File: src/rtl/fetch_unit_if.sv
// Bus between the fetch stage, the instruction cache and the decode stage.
// The fetch unit takes the master side; the cache/decode environment takes
// the slave side.
interface fetch_unit_if;
  logic        imemREN;
  logic [31:0] imemaddr;
  logic [31:0] imemload;
  logic        ihit;
  logic        stall;
  logic        redirect;
  logic [31:0] redirect_pc;
  logic [31:0] instr;
  logic [31:0] instr_pc;
  logic [31:0] instr_npc;
  logic        instr_valid;
  logic        halted;

  modport master (
    output imemREN, imemaddr, instr, instr_pc, instr_npc, instr_valid, halted,
    input  imemload, ihit, stall, redirect, redirect_pc
  );

  modport slave (
    input  imemREN, imemaddr, instr, instr_pc, instr_npc, instr_valid, halted,
    output imemload, ihit, stall, redirect, redirect_pc
  );
endinterface

File: src/rtl/fetch_unit.sv
// Instruction fetch stage: owns the PC, requests instructions from the cache,
// and holds one registered instruction (with its PC and PC+4) for decode.
// Redirects squash the held instruction; a HALT opcode stops fetching and,
// once decode takes it, latches a sticky halted flag.
module fetch_unit #(
  parameter logic [31:0] PC_INIT = 32'h0000_0000,
  parameter logic [5:0]  HALT_OP = 6'h3F
) (
  input  logic         CLK,
  input  logic         nRST,
  fetch_unit_if.master bus
);

  typedef enum logic [1:0] {FETCH, HALTWAIT, DONE} state_t;

  state_t      state, state_n;
  logic [31:0] pc, pc_n;
  logic [31:0] instr_q, instr_n;
  logic [31:0] instr_pc_q, instr_pc_n;
  logic [31:0] instr_npc_q, instr_npc_n;
  logic        valid_q, valid_n;
  logic        halted_q, halted_n;

  logic        consume;
  logic        full_stalled;
  logic        req;
  logic [31:0] target_pc;
  logic [31:0] pc_plus4;

  // Next-state and request logic; redirect outranks a same-cycle hit or consume
  always_comb begin
    consume      = valid_q & ~bus.stall;
    full_stalled = valid_q & bus.stall;
    req          = (state == FETCH) & ~full_stalled & nRST;
    target_pc    = {bus.redirect_pc[31:2], 2'b00};
    pc_plus4     = pc + 32'd4;

    state_n     = state;
    pc_n        = pc;
    instr_n     = instr_q;
    instr_pc_n  = instr_pc_q;
    instr_npc_n = instr_npc_q;
    valid_n     = valid_q;
    halted_n    = halted_q;

    case (state)
      FETCH: begin
        if (bus.redirect) begin
          pc_n    = target_pc;
          valid_n = 1'b0;
        end else if (req && bus.ihit) begin
          instr_n     = bus.imemload;
          instr_pc_n  = pc;
          instr_npc_n = pc_plus4;
          valid_n     = 1'b1;
          pc_n        = pc_plus4;
          if (bus.imemload[31:26] == HALT_OP) begin
            state_n = HALTWAIT;
          end
        end else if (consume) begin
          valid_n = 1'b0;
        end
      end
      HALTWAIT: begin
        if (bus.redirect) begin
          pc_n    = target_pc;
          valid_n = 1'b0;
          state_n = FETCH;
        end else if (consume) begin
          valid_n  = 1'b0;
          halted_n = 1'b1;
          state_n  = DONE;
        end
      end
      default: begin
        state_n = DONE;
      end
    endcase
  end

  // State register with synchronous active-low reset
  always_ff @(posedge CLK) begin
    if (!nRST) begin
      state       <= FETCH;
      pc          <= PC_INIT;
      instr_q     <= 32'h0;
      instr_pc_q  <= 32'h0;
      instr_npc_q <= 32'h0;
      valid_q     <= 1'b0;
      halted_q    <= 1'b0;
    end else begin
      state       <= state_n;
      pc          <= pc_n;
      instr_q     <= instr_n;
      instr_pc_q  <= instr_pc_n;
      instr_npc_q <= instr_npc_n;
      valid_q     <= valid_n;
      halted_q    <= halted_n;
    end
  end

  assign bus.imemREN     = req;
  assign bus.imemaddr    = pc;
  assign bus.instr       = instr_q;
  assign bus.instr_pc    = instr_pc_q;
  assign bus.instr_npc   = instr_npc_q;
  assign bus.instr_valid = valid_q;
  assign bus.halted      = halted_q;

endmodule
File: src/flat_wrapper.sv
// flat-port wrapper written by rule: the top's interface ports become plain ports
module fetch_unit_flat 
#(
  parameter logic [31:0] PC_INIT = 32'h0000_0000,
  parameter logic [5:0]  HALT_OP = 6'h3F
)
  (CLK, nRST, bus_imemREN, bus_imemaddr, bus_instr, bus_instr_pc, bus_instr_npc, bus_instr_valid, bus_halted, bus_imemload, bus_ihit, bus_stall, bus_redirect, bus_redirect_pc);
  fetch_unit_if bus_i ();
  input  logic CLK;
  input  logic nRST;
  output wire logic [$bits(bus_i.imemREN)-1:0] bus_imemREN;
  output wire logic [$bits(bus_i.imemaddr)-1:0] bus_imemaddr;
  output wire logic [$bits(bus_i.instr)-1:0] bus_instr;
  output wire logic [$bits(bus_i.instr_pc)-1:0] bus_instr_pc;
  output wire logic [$bits(bus_i.instr_npc)-1:0] bus_instr_npc;
  output wire logic [$bits(bus_i.instr_valid)-1:0] bus_instr_valid;
  output wire logic [$bits(bus_i.halted)-1:0] bus_halted;
  input wire logic [$bits(bus_i.imemload)-1:0] bus_imemload;
  input wire logic [$bits(bus_i.ihit)-1:0] bus_ihit;
  input wire logic [$bits(bus_i.stall)-1:0] bus_stall;
  input wire logic [$bits(bus_i.redirect)-1:0] bus_redirect;
  input wire logic [$bits(bus_i.redirect_pc)-1:0] bus_redirect_pc;
  assign bus_imemREN = bus_i.imemREN;
  assign bus_imemaddr = bus_i.imemaddr;
  assign bus_instr = bus_i.instr;
  assign bus_instr_pc = bus_i.instr_pc;
  assign bus_instr_npc = bus_i.instr_npc;
  assign bus_instr_valid = bus_i.instr_valid;
  assign bus_halted = bus_i.halted;
  assign bus_i.imemload = bus_imemload;
  assign bus_i.ihit = bus_ihit;
  assign bus_i.stall = bus_stall;
  assign bus_i.redirect = bus_redirect;
  assign bus_i.redirect_pc = bus_redirect_pc;
  fetch_unit #(.PC_INIT(PC_INIT), .HALT_OP(HALT_OP)) u_core (.CLK(CLK), .nRST(nRST), .bus(bus_i));
endmodule
File: config.mk
export PLATFORM = sky130hd
export DESIGN_NAME = fetch_unit_flat
export DESIGN_NICKNAME = d
export VERILOG_FILES = /design/src/rtl/fetch_unit_if.sv /design/src/rtl/fetch_unit.sv /design/src/flat_wrapper.sv
export SDC_FILE = /design/constraint.sdc
export NUM_CORES = 1
export LEC_CHECK = 0
export ABC_AREA = 1
export CORE_ASPECT_RATIO = 0.7
export CORE_UTILIZATION = 50
export CTS_BUF_LIST = sky130_fd_sc_hd__clkbuf_8
export DETAILED_ROUTE_END_ITERATION = 8
export PLACE_DENSITY = 0.88
export SKIP_LAST_GASP = 1
export SYNTH_ARGS = -nofsm -noshare
export SYNTH_HDL_FRONTEND = slang
export SYNTH_SLANG_ARGS = --single-unit
File: constraint.sdc
create_clock -name CLK -period 3.6 [get_ports CLK]
set_input_delay 0.9 -clock CLK [delete_from_list [all_inputs] [get_ports CLK]]
set_output_delay 0.9 -clock CLK [all_outputs]
set_load 0.05 [all_outputs]
==> results.sh <==
export IMPL_overflow=0
export IMPL_place_area_um2=7510
export IMPL_via_per_inst=5.18
export IMPL_post_cts_buffers=0
export IMPL_synth_top_family_by_area="simple AND/OR/NAND/NOR gates"
export IMPL_place_congestion=0.960
export IMPL_port_buffers=191
export IMPL_outcome="completed"
export IMPL_tns_ps=0
export IMPL_hold_path_depth=2
export IMPL_dieWidth_um=128
export IMPL_final_period_utilization_pct=76.6
export IMPL_critical_path_class="in -> out"
export IMPL_synth_adder_area_share_pct=0.224
export IMPL_layout_nets=1026
export IMPL_synth_edff_count=0
export IMPL_grt_max_degree=108
export IMPL_cts_root_buffer="clkbuf_8"
export IMPL_synth_area_um2=5590
export IMPL_drtAntennaViolNets=0
export IMPL_layout_drive_gt1_share_pct=6.91
export IMPL_cp_arrival_ps=1860
export IMPL_async_flop_share_pct=0
export IMPL_die_height_um=90.4
export IMPL_skew_ps=10.8
export IMPL_synth_xor_area_share_pct=2.49
export IMPL_clkTransAtPathRegs_ps=80
export IMPL_maxSlewViolCount=0
export IMPL_syn_area_per_cell_um2=7.13
export IMPL_fp_coreArea_um2=10600
export IMPL_path_cells="clkdlybuf4s50_1 > nand2_1 > nand2_1 > nor2_4 > buf_12"
export IMPL_track_usage_pct=30.1
export IMPL_power_leakage_nw=3.27
export IMPL_hold_buffers=0
export IMPL_dp_cells=1085
export IMPL_dieArea_um2=11600
export IMPL_ys_ff_latch=126
export IMPL_n_fill_cell=786
export IMPL_initial_utilization_pct=52.7
export IMPL_synth_top_cell_area_share_pct=45.2
export IMPL_wl_per_cell_um=15.3
export IMPL_endpoint_kind="primary output"
export IMPL_tritoncts="built"
export IMPL_num_antenna_cells=0
export IMPL_antenna_found_initial=0
export IMPL_multi_input_area_um2=2640
export IMPL_min_path_type="reg -> reg"
export IMPL_power_total_mw=3.68
export IMPL_seq_area_frac_synth_pct=45.2
export IMPL_slowest_stage="clkdlybuf4s50_1"
export IMPL_synth_compound_area_share_pct=18.0
export IMPL_worstMarginPinSlew_ps=935
export IMPL_grt_pass1_vias=5275
export IMPL_rows=31
export IMPL_cts_made_buffers=17
export IMPL_crit_path_max_fanout=3
export IMPL_grt_pass1_wl_mm=27.2
export IMPL_synth_area_mux_share_pct=0
export IMPL_r2r_cells=8
export IMPL_peakVddDrop_uv=276
export IMPL_synth_simple_gate_area_share_pct=26.2
export IMPL_final_area_um2=7930
export IMPL_seq_area_um2=2520
export IMPL_clock_latency_ps=440
export IMPL_critPathLaunchType="primary input"
export IMPL_cts_repair_resized=0
export IMPL_fin_ws_ps=843
export IMPL_fin_crit_ps=2760
export IMPL_cts_buffer_depth=2
export IMPL_ios=200
export IMPL_drv_cap=0
export IMPL_critPathMaxStageDelay_ps=460
export IMPL_ys_types=29
export IMPL_crit_top_cell="nand2_1"
export IMPL_pre_cts_ws_ps=693
export IMPL_clock_sinks=126
export IMPL_setup_viol=0
export IMPL_fmax_mhz=363
export IMPL_ys_top_cells_by_area="dfxtp_1 45%, nor2_1 12%, o21ai_0 9.8%"
export IMPL_maxSlewHeadroom_pct=37.6
export IMPL_place_hpwl_mm=11.5
export IMPL_critPathRequiredTime_ps=2700
export IMPL_drt_iter0_markers=384
export IMPL_syn_inst=783
export IMPL_drc=0
export IMPL_power_density_nw_per_um2=464
export IMPL_cts_max_level=4
export IMPL_vias=5783
export IMPL_dr_pass1_iters=7
export IMPL_yosysWarnings=0
export IMPL_synth_top_flop_cell="dfxtp_1"
export IMPL_area_delta_synth_final_pct=42.0
export IMPL_rsz0062_at_grt="no"
export IMPL_hold_violations=0
export IMPL_routed_wl_mm=17.1
export IMPL_synth_top_area_cell="dfxtp_1"
export IMPL_layout_cells_non_filler=1117
==> through the flow <==
step	hold slack [ps]	util, %
final	471	74.9
after global routing	482	74.9
after detailed placement	457	70.9
after floorplan	509	-
after CTS	468	74.9
after global placement	442	70.9
==> where the power goes <==
part | internal, mW | leakage [nW] | switching, mW
Sequential | 1.48 | 1.03 | 0.0763
Clock | 0.722 | 0.197 | 0.600
Combinational | 0.277 | 2.04 | 0.530
==> worst paths after layout <==
path / start / to / slack, ps
setup / recovery: bus_stall / bus_imemREN / 840
hold / removal: u_core.bus.halted / u_core.bus.halted / 470
setup reg to reg: u_core.bus.imemaddr[3] / u_core.bus.imemaddr[18] / 1660
hold reg to reg: u_core.bus.halted / u_core.bus.halted / 470
==> area by class of cell <==
type / instances / area share [%]
multi-input cells: 567 / 33.3
flip-flops and latches: 126 / 31.8
repair buffers: 199 / 25.1
clock buffers: 19 / 3.30
well taps: 148 / 2.33
inverters: 45 / 2.13
clock inverters: 13 / 2.05
==> state kept, by name (all words and copies together), names as in the netlist <==
register and flops:
u_core.bus.halted 1, u_core.bus.imemaddr 30, u_core.bus.instr 32, u_core.bus.instr_npc 30
u_core.bus.instr_pc 30, u_core.bus.instr_valid 1, u_core.state 2
==> synth_stat cells (4+ instances only) <==
| cell type | n |
|---|---|
| nand3_1 | 11 |
| o21ai_0 | 109 |
| buf_4 | 12 |
| nor2_1 | 181 |
| nand2_2 | 4 |
| o21ai_1 | 11 |
| dfxtp_1 | 126 |
| inv_2 | 4 |
| nor2_4 | 11 |
| inv_1 | 41 |
| clkbuf_1 | 18 |
| buf_2 | 17 |
| a31oi_1 | 4 |
| nand2_1 | 125 |
| a21oi_1 | 73 |
| nand3b_1 | 6 |
| xor2_1 | 11 |
==> cell usage in the layout, fill, tap and decap left out, drive strengths merged <==
master         count
o211ai             1
buf               10
clkinv             2
dfxtp            126
ha                 1
conb               6
o21a               1
clkbuf            19
nand2            132
xor2              12
nand3             11
nand3b             6
bufinv             3
nor2             194
and2               2
inv               47
nor4               1
clkinvlp           6
o21ai            120
clkdlybuf4s50    189
a31oi              4
xnor2              3
a21oi             73
==> cell families (layout without fill, tap and decap cells) <==
logic type,Yosys count,in the layout
other cells,1,6
buf+inv,95,276
simple gates,346,346
xor+xnor,15,15
fa+ha+maj,1,1
compound gates,199,199
flops,126,126
==> critical path, delay by kind of cell <==
kind / cells / cell delay (ps)
buffers and inverters: 2 / 610
AND/OR/NAND/NOR: 3 / 350
==> per-layer routing <==
layer / share of wire, % / routed length, µm / up-vias / track usage, %
li1: - / - / 2857 / -
met1: 44 / 7540 / 2593 / 42.7
met2: 43 / 7290 / 305 / 43.6
met3: 12 / 1980 / 28 / 8.95
met4: 1.9 / 321 / 0 / 9.31
met5: 0 / 0 / - / 0
Power figures use the tool's default switching activity.
